==> src/rtl/seg_pattern_reader_pkg.sv <==
// Shared seven-segment code table (active-low, bit6=g .. bit0=a) and index names.
// The digit-to-segment encoder imports the same constants so both ends agree.
package seg_pattern_reader_pkg;

  typedef enum logic [4:0] {
    IDX_0 = 5'd0, IDX_1, IDX_2, IDX_3, IDX_4, IDX_5, IDX_6, IDX_7, IDX_8, IDX_9,
    IDX_A, IDX_B, IDX_C, IDX_D, IDX_E, IDX_F, IDX_G, IDX_H, IDX_U, IDX_BLANK,
    IDX_INVALID = 5'd31
  } seg_index_e;

  localparam logic [6:0] SEG_0     = 7'b1000000;
  localparam logic [6:0] SEG_1     = 7'b1111001;
  localparam logic [6:0] SEG_2     = 7'b0100100;
  localparam logic [6:0] SEG_3     = 7'b0110000;
  localparam logic [6:0] SEG_4     = 7'b0011001;
  localparam logic [6:0] SEG_5     = 7'b0010010;
  localparam logic [6:0] SEG_6     = 7'b0000010;
  localparam logic [6:0] SEG_7     = 7'b1111000;
  localparam logic [6:0] SEG_8     = 7'b0000000;
  localparam logic [6:0] SEG_9     = 7'b0011000;
  localparam logic [6:0] SEG_A     = 7'b0001000;
  localparam logic [6:0] SEG_B     = 7'b0000011;
  localparam logic [6:0] SEG_C     = 7'b1000110;
  localparam logic [6:0] SEG_D     = 7'b0100001;
  localparam logic [6:0] SEG_E     = 7'b0000110;
  localparam logic [6:0] SEG_F     = 7'b0001110;
  localparam logic [6:0] SEG_G     = 7'b1000010;
  localparam logic [6:0] SEG_H     = 7'b0001001;
  localparam logic [6:0] SEG_U     = 7'b1000001;
  localparam logic [6:0] SEG_BLANK = 7'b1111111;

endpackage

==> src/rtl/seg_pattern_decoder.sv <==
// Combinational reverse lookup: active-low segment pattern to digit index.
// Anything outside the code table maps to IDX_INVALID with error raised.
module seg_pattern_decoder
  import seg_pattern_reader_pkg::*;
(
  input  logic [6:0] pattern_i,
  output logic [4:0] index_o,
  output logic       error_o
);

  always_comb begin
    index_o = IDX_INVALID;
    case (pattern_i)
      SEG_0:     index_o = IDX_0;
      SEG_1:     index_o = IDX_1;
      SEG_2:     index_o = IDX_2;
      SEG_3:     index_o = IDX_3;
      SEG_4:     index_o = IDX_4;
      SEG_5:     index_o = IDX_5;
      SEG_6:     index_o = IDX_6;
      SEG_7:     index_o = IDX_7;
      SEG_8:     index_o = IDX_8;
      SEG_9:     index_o = IDX_9;
      SEG_A:     index_o = IDX_A;
      SEG_B:     index_o = IDX_B;
      SEG_C:     index_o = IDX_C;
      SEG_D:     index_o = IDX_D;
      SEG_E:     index_o = IDX_E;
      SEG_F:     index_o = IDX_F;
      SEG_G:     index_o = IDX_G;
      SEG_H:     index_o = IDX_H;
      SEG_U:     index_o = IDX_U;
      SEG_BLANK: index_o = IDX_BLANK;
      default:   index_o = IDX_INVALID;
    endcase
    error_o = (index_o == IDX_INVALID);
  end

endmodule

==> src/rtl/seg_pattern_reader.sv <==
// Synchronises and debounces a segment bus, decodes each newly stable pattern
// once, and presents it through a valid/ready register with a sticky overrun flag.
module seg_pattern_reader
  import seg_pattern_reader_pkg::*;
#(
  parameter int STABLE_CYCLES = 4,
  parameter int CNT_W         = 8
) (
  input  logic       clock,
  input  logic       reset,
  input  logic [6:0] seg_in,
  input  logic       enable,
  input  logic       out_ready,
  output logic       out_valid,
  output logic [4:0] out_index,
  output logic       out_error,
  output logic       out_overrun
);

  localparam logic [CNT_W-1:0] CntMax    = CNT_W'(STABLE_CYCLES);
  localparam logic [CNT_W-1:0] CntAccept = CNT_W'(STABLE_CYCLES - 1);

  logic [6:0]       s1_q, s2_q, prev_q;
  logic [6:0]       lastAcc_q, lastAcc_d;
  logic [CNT_W-1:0] cnt_q, cnt_d;
  logic             outValid_q, outValid_d;
  logic [4:0]       outIndex_q, outIndex_d;
  logic             outError_q, outError_d;
  logic             overrun_q, overrun_d;
  logic             stable, accept;
  logic [4:0]       decIndex;
  logic             decError;

  seg_pattern_decoder u_decoder (
    .pattern_i (s2_q),
    .index_o   (decIndex),
    .error_o   (decError)
  );

  // Accept fires once per stable run, and only when the pattern differs from
  // the last accepted one, so glitches back to it stay silent.
  always_comb begin
    stable    = enable && (s2_q == prev_q);
    accept    = stable && (cnt_q == CntAccept) && (s2_q != lastAcc_q);
    cnt_d     = '0;
    if (stable) begin
      cnt_d = (cnt_q >= CntMax) ? CntMax : cnt_q + 1'b1;
    end
    lastAcc_d = accept ? s2_q : lastAcc_q;

    outValid_d = outValid_q;
    outIndex_d = outIndex_q;
    outError_d = outError_q;
    overrun_d  = overrun_q;
    if (accept) begin
      if (!outValid_q || out_ready) begin
        outValid_d = 1'b1;
        outIndex_d = decIndex;
        outError_d = decError;
      end else begin
        overrun_d = 1'b1;
      end
    end else if (outValid_q && out_ready) begin
      outValid_d = 1'b0;
    end
  end

  always_ff @(posedge clock) begin
    if (reset) begin
      s1_q       <= SEG_BLANK;
      s2_q       <= SEG_BLANK;
      prev_q     <= SEG_BLANK;
      lastAcc_q  <= SEG_BLANK;
      cnt_q      <= '0;
      outValid_q <= 1'b0;
      outIndex_q <= IDX_BLANK;
      outError_q <= 1'b0;
      overrun_q  <= 1'b0;
    end else begin
      s1_q       <= seg_in;
      s2_q       <= s1_q;
      prev_q     <= s2_q;
      lastAcc_q  <= lastAcc_d;
      cnt_q      <= cnt_d;
      outValid_q <= outValid_d;
      outIndex_q <= outIndex_d;
      outError_q <= outError_d;
      overrun_q  <= overrun_d;
    end
  end

  assign out_valid   = outValid_q;
  assign out_index   = outIndex_q;
  assign out_error   = outError_q;
  assign out_overrun = overrun_q;

endmodule

==> config.mk <==
export PLATFORM = sky130hd
export DESIGN_NAME = seg_pattern_reader
export DESIGN_NICKNAME = d
export VERILOG_FILES = /design/src/rtl/seg_pattern_reader_pkg.sv /design/src/rtl/seg_pattern_decoder.sv /design/src/rtl/seg_pattern_reader.sv
export SDC_FILE = /design/constraint.sdc
export NUM_CORES = 1
export LEC_CHECK = 0
export BUFFER_PORTS_ARGS = -buffer_cell sky130_fd_sc_hd__buf_2
export CELL_PAD_IN_SITES_DETAIL_PLACEMENT = 1
export CELL_PAD_IN_SITES_GLOBAL_PLACEMENT = 1
export CORE_MARGIN = 2
export CORE_UTILIZATION = 42
export CTS_BUF_LIST = sky130_fd_sc_hd__clkbuf_4
export DETAILED_ROUTE_END_ITERATION = 10
export PLACE_DENSITY_LB_ADDON = 0.3
export SYNTH_ARGS = -nofsm -noshare
export SYNTH_HDL_FRONTEND = slang
export SYNTH_SLANG_ARGS = --single-unit
==> constraint.sdc <==
create_clock -name clock -period 1.7 [get_ports clock]
set_clock_uncertainty 0.05 [all_clocks]
set_input_delay 0.17 -clock clock [delete_from_list [all_inputs] [get_ports clock]]
set_output_delay 0.17 -clock clock [all_outputs]
set_load 0.02 [all_outputs]
==> results.cfg <==
[routing]
drc = 0
num_vias = 1911
drt_iter0_markers = 107
routedWlPerCell_um = 16.9
finalWirelength_um = 6060
drt-pass1-iter-count = 6
ant_nets = 0
avgViaCountPerCell = 5.34

[synth]
ys_ff_latch = 44
yosysSeqAreaShare_pct = 43.2
synth-async-reset-ratio_pct = 0
yosysWarnings = 0
synth_ff_type = dfxtp_1
syn_area_um2 = 2040
netlist.area_leader.share_pct = 43.2
synth_cells = 224
yosysMostFrequentCell = dfxtp_1
ys_top_cells_by_area = dfxtp_1 (43%), or2_2 (6.4%), xnor2_1 (4.7%)
yosys-top-cells-count = dfxtp_1 (44), nor2_1 (21), or2_2 (21)
ys_types = 51
synth_edf_count = 0
yosysTopAreaCell = dfxtp_1
avgSynthCellArea_um2 = 9.10

[placed_design]
preCtsSetupSlack_ns = -0.397
place_congestion = 0.819
postPlaceCellArea_um2 = 2480
portBuffers = 18
hpwlAfterDp_um = 3670

[critical_path]
slowest_stage = dfxtp_4
crit_top_cell = buf_6
endpoint_kind = flop
worst-path-buf-inv = 3
cp-start-kind = flop
worst_ep_arrival_time_ns = 2.08
required_ns = 1.88
path_cells = buf_6 -> xor2_2 -> nor4_2 -> nand4_2 -> buf_4 -> buf_6 -> nand3_4 -> a21oi_1
cpPeakStageDelay_ns = 0.40
path_class = flop to flop
worst-path-max-fanout = 8
path_delay_family = simple AND/OR/NAND/NOR gates

[sta]
hold_viol_final = 0
slew_violations = 0
period_share_pct = 112
worst_pin_slew_ns = 0.699
maxSlewHeadroom_pct = 53.4
fin_ws_ns = -0.200
setup_viol_count_final = 17
max_freq_ghz = 0.526
rsz0062_at_grt = yes
period_minus_slack_ns = 1.90

[finish]
syn_to_final_growth_pct = 39.0
multi_input_area_um2 = 1140
fillers = 549
finish.net_count = 316
drive_above_1_share_pct = 45.7
num_antenna_cells = 0
regArea_um2 = 908
design_area_um2 = 2830

[cts]
cts_tree = yes
path_clk_slew_ns = 0.13
htree_levels = 2
numCtsBuffers = 5
clock-sinks = 44
cts_root_buf = clkbuf_4
cts.path.max_buffers = 2
clock_latency_ns = 0.36

[outcome]
status = finished, violations left
violations = setup timing

[grt]
grt_overflow = 0
grt_pass1_wl_um = 9600
grt.total_usage_pct = 23.8
grt_max_degree = 43
antenna_found_initial = 0
grt_pass1_vias = 2001

[floorplanning]
core_um2 = 4690
initial_utilization_pct = 43.4
die_area_um2 = 5430
rows = 25
die_h_um = 73.7
io_pins = 19
die_w_um = 73.7

[run]
maxCapViolations = 0

[power_and_ir_drop]
power.leakage_uw = 0.00123
finalPower_uw = 1870
ir_worst_vdd_mv = 0.543
power_density_nw_per_um2 = 658

[hold_path]
min_path_type = input pin to flop
## where the power goes
group	total (uW)	switching, uW	internal (uW)
Combinational	297	141	156
Sequential	1080	26.0	1050
Clock	489	337	152
Total	1870	504	1360
## layout make-up
cell class	instances	area share, %
multi-input cells	156	40.2
flip-flops and latches	44	32.1
repair buffers	85	22.1
well taps	54	2.39
inverters	11	1.46
clock buffers	5	1.33
clock inverters	3	0.486
## through the flow
stage / hold slack [ns] / util (%) / setup TNS [ns] / instances
2_1_floorplan: 0.224 / - / -0.872 / 228
3_3_place_gp: 0.302 / 52.9 / -4.64 / 328
3_5_place_dp: 0.306 / 52.9 / -5.17 / 328
4_1_cts: 0.244 / 58.1 / -1.91 / 353
5_1_grt: 0.324 / 60.4 / -4.01 / 358
6_report: 0.312 / 60.4 / -2.64 / 358
## cell usage in the layout (no fill, tap or decap), types with 2 or more instances in the layout
master	count
a211o_1	7
a21oi_1	6
a31oi_1	2
a32o_1	2
and3_1	2
buf_2	19
buf_4	54
buf_6	5
clkbuf_4	5
clkinv_1	2
clkinv_2	2
conb_1	5
dfxtp_1	36
dfxtp_4	7
dlygate4sd3_1	7
ha_1	2
inv_1	9
mux2i_1	3
nand2_1	9
nand2b_1	3
nand3_1	5
nand3_4	2
nand3b_1	2
nand4_1	5
nand4_2	2
nor2_1	15
nor2_2	5
nor2b_1	2
nor3_1	5
nor3b_1	4
nor4_2	2
o21ai_0	3
o21ai_1	3
o22ai_1	2
or2_2	21
xnor2_1	9
xnor2_2	2
xor2_1	3
xor2_2	2
## routing by layer
layer	track usage [%]	up-vias	wire (um)	part of all wire, %
met4	7.88	0	138	2.3
met2	41.6	51	3110	51
met1	29.2	928	2580	43
li1	-	918	-	-
met3	4.39	14	232	3.8
met5	0	-	0	0
## worst paths after layout
path                            startpoint   endpoint  slack [ns]  cells past startpoint
worst max register to register     s2_q[6]  out_valid       -0.20                      8
worst max-delay path               s2_q[6]  out_valid       -0.20                      8
worst min-delay path             out_ready  out_valid        0.31                      3
worst min register to register     s1_q[0]    s2_q[0]        0.38                      1
## cells by family after synthesis
| logic type | count (synthesis) | share of synthesized area [%] |
|---|---|---|
| xor+xnor | 16 | 6.88 |
| flops | 44 | 43.2 |
| fa+ha+maj | 2 | 1.23 |
| mux | 3 | 1.47 |
| simple gates | 93 | 28.2 |
| buf+inv | 30 | 6.69 |
| compound gates | 35 | 12.2 |
| other cells | 1 | 0.184 |
## what timing repair did
item | CTS | global route
hold buffers | 7 | 0
setup buffers | 9 | 5
pin swaps | 13 | 7
cloned | 2 | 0
gates resized for setup | 20 | 19
hold endpoints to repair | 7 | 0
endpoints found under the setup margin | 18 | 18
## flip-flops by register name, indices dropped and copies added (netlist names)
register and count:
cnt_q 8, prev_q 7, lastAcc_q 7, out_valid 1, out_index 5, s2_q 7
out_overrun 1, out_error 1, s1_q 7
## worst reg2reg max path, stage by stage (launching register included)
cell     delay, ns
dfxtp_4       0.40
buf_6         0.13
xor2_2        0.14
nor4_2        0.22
nand4_2       0.28
buf_4         0.23
buf_6         0.11
nand3_4       0.12
a21oi_1       0.09
No activity file was read; power rests on OpenSTA's default activity.
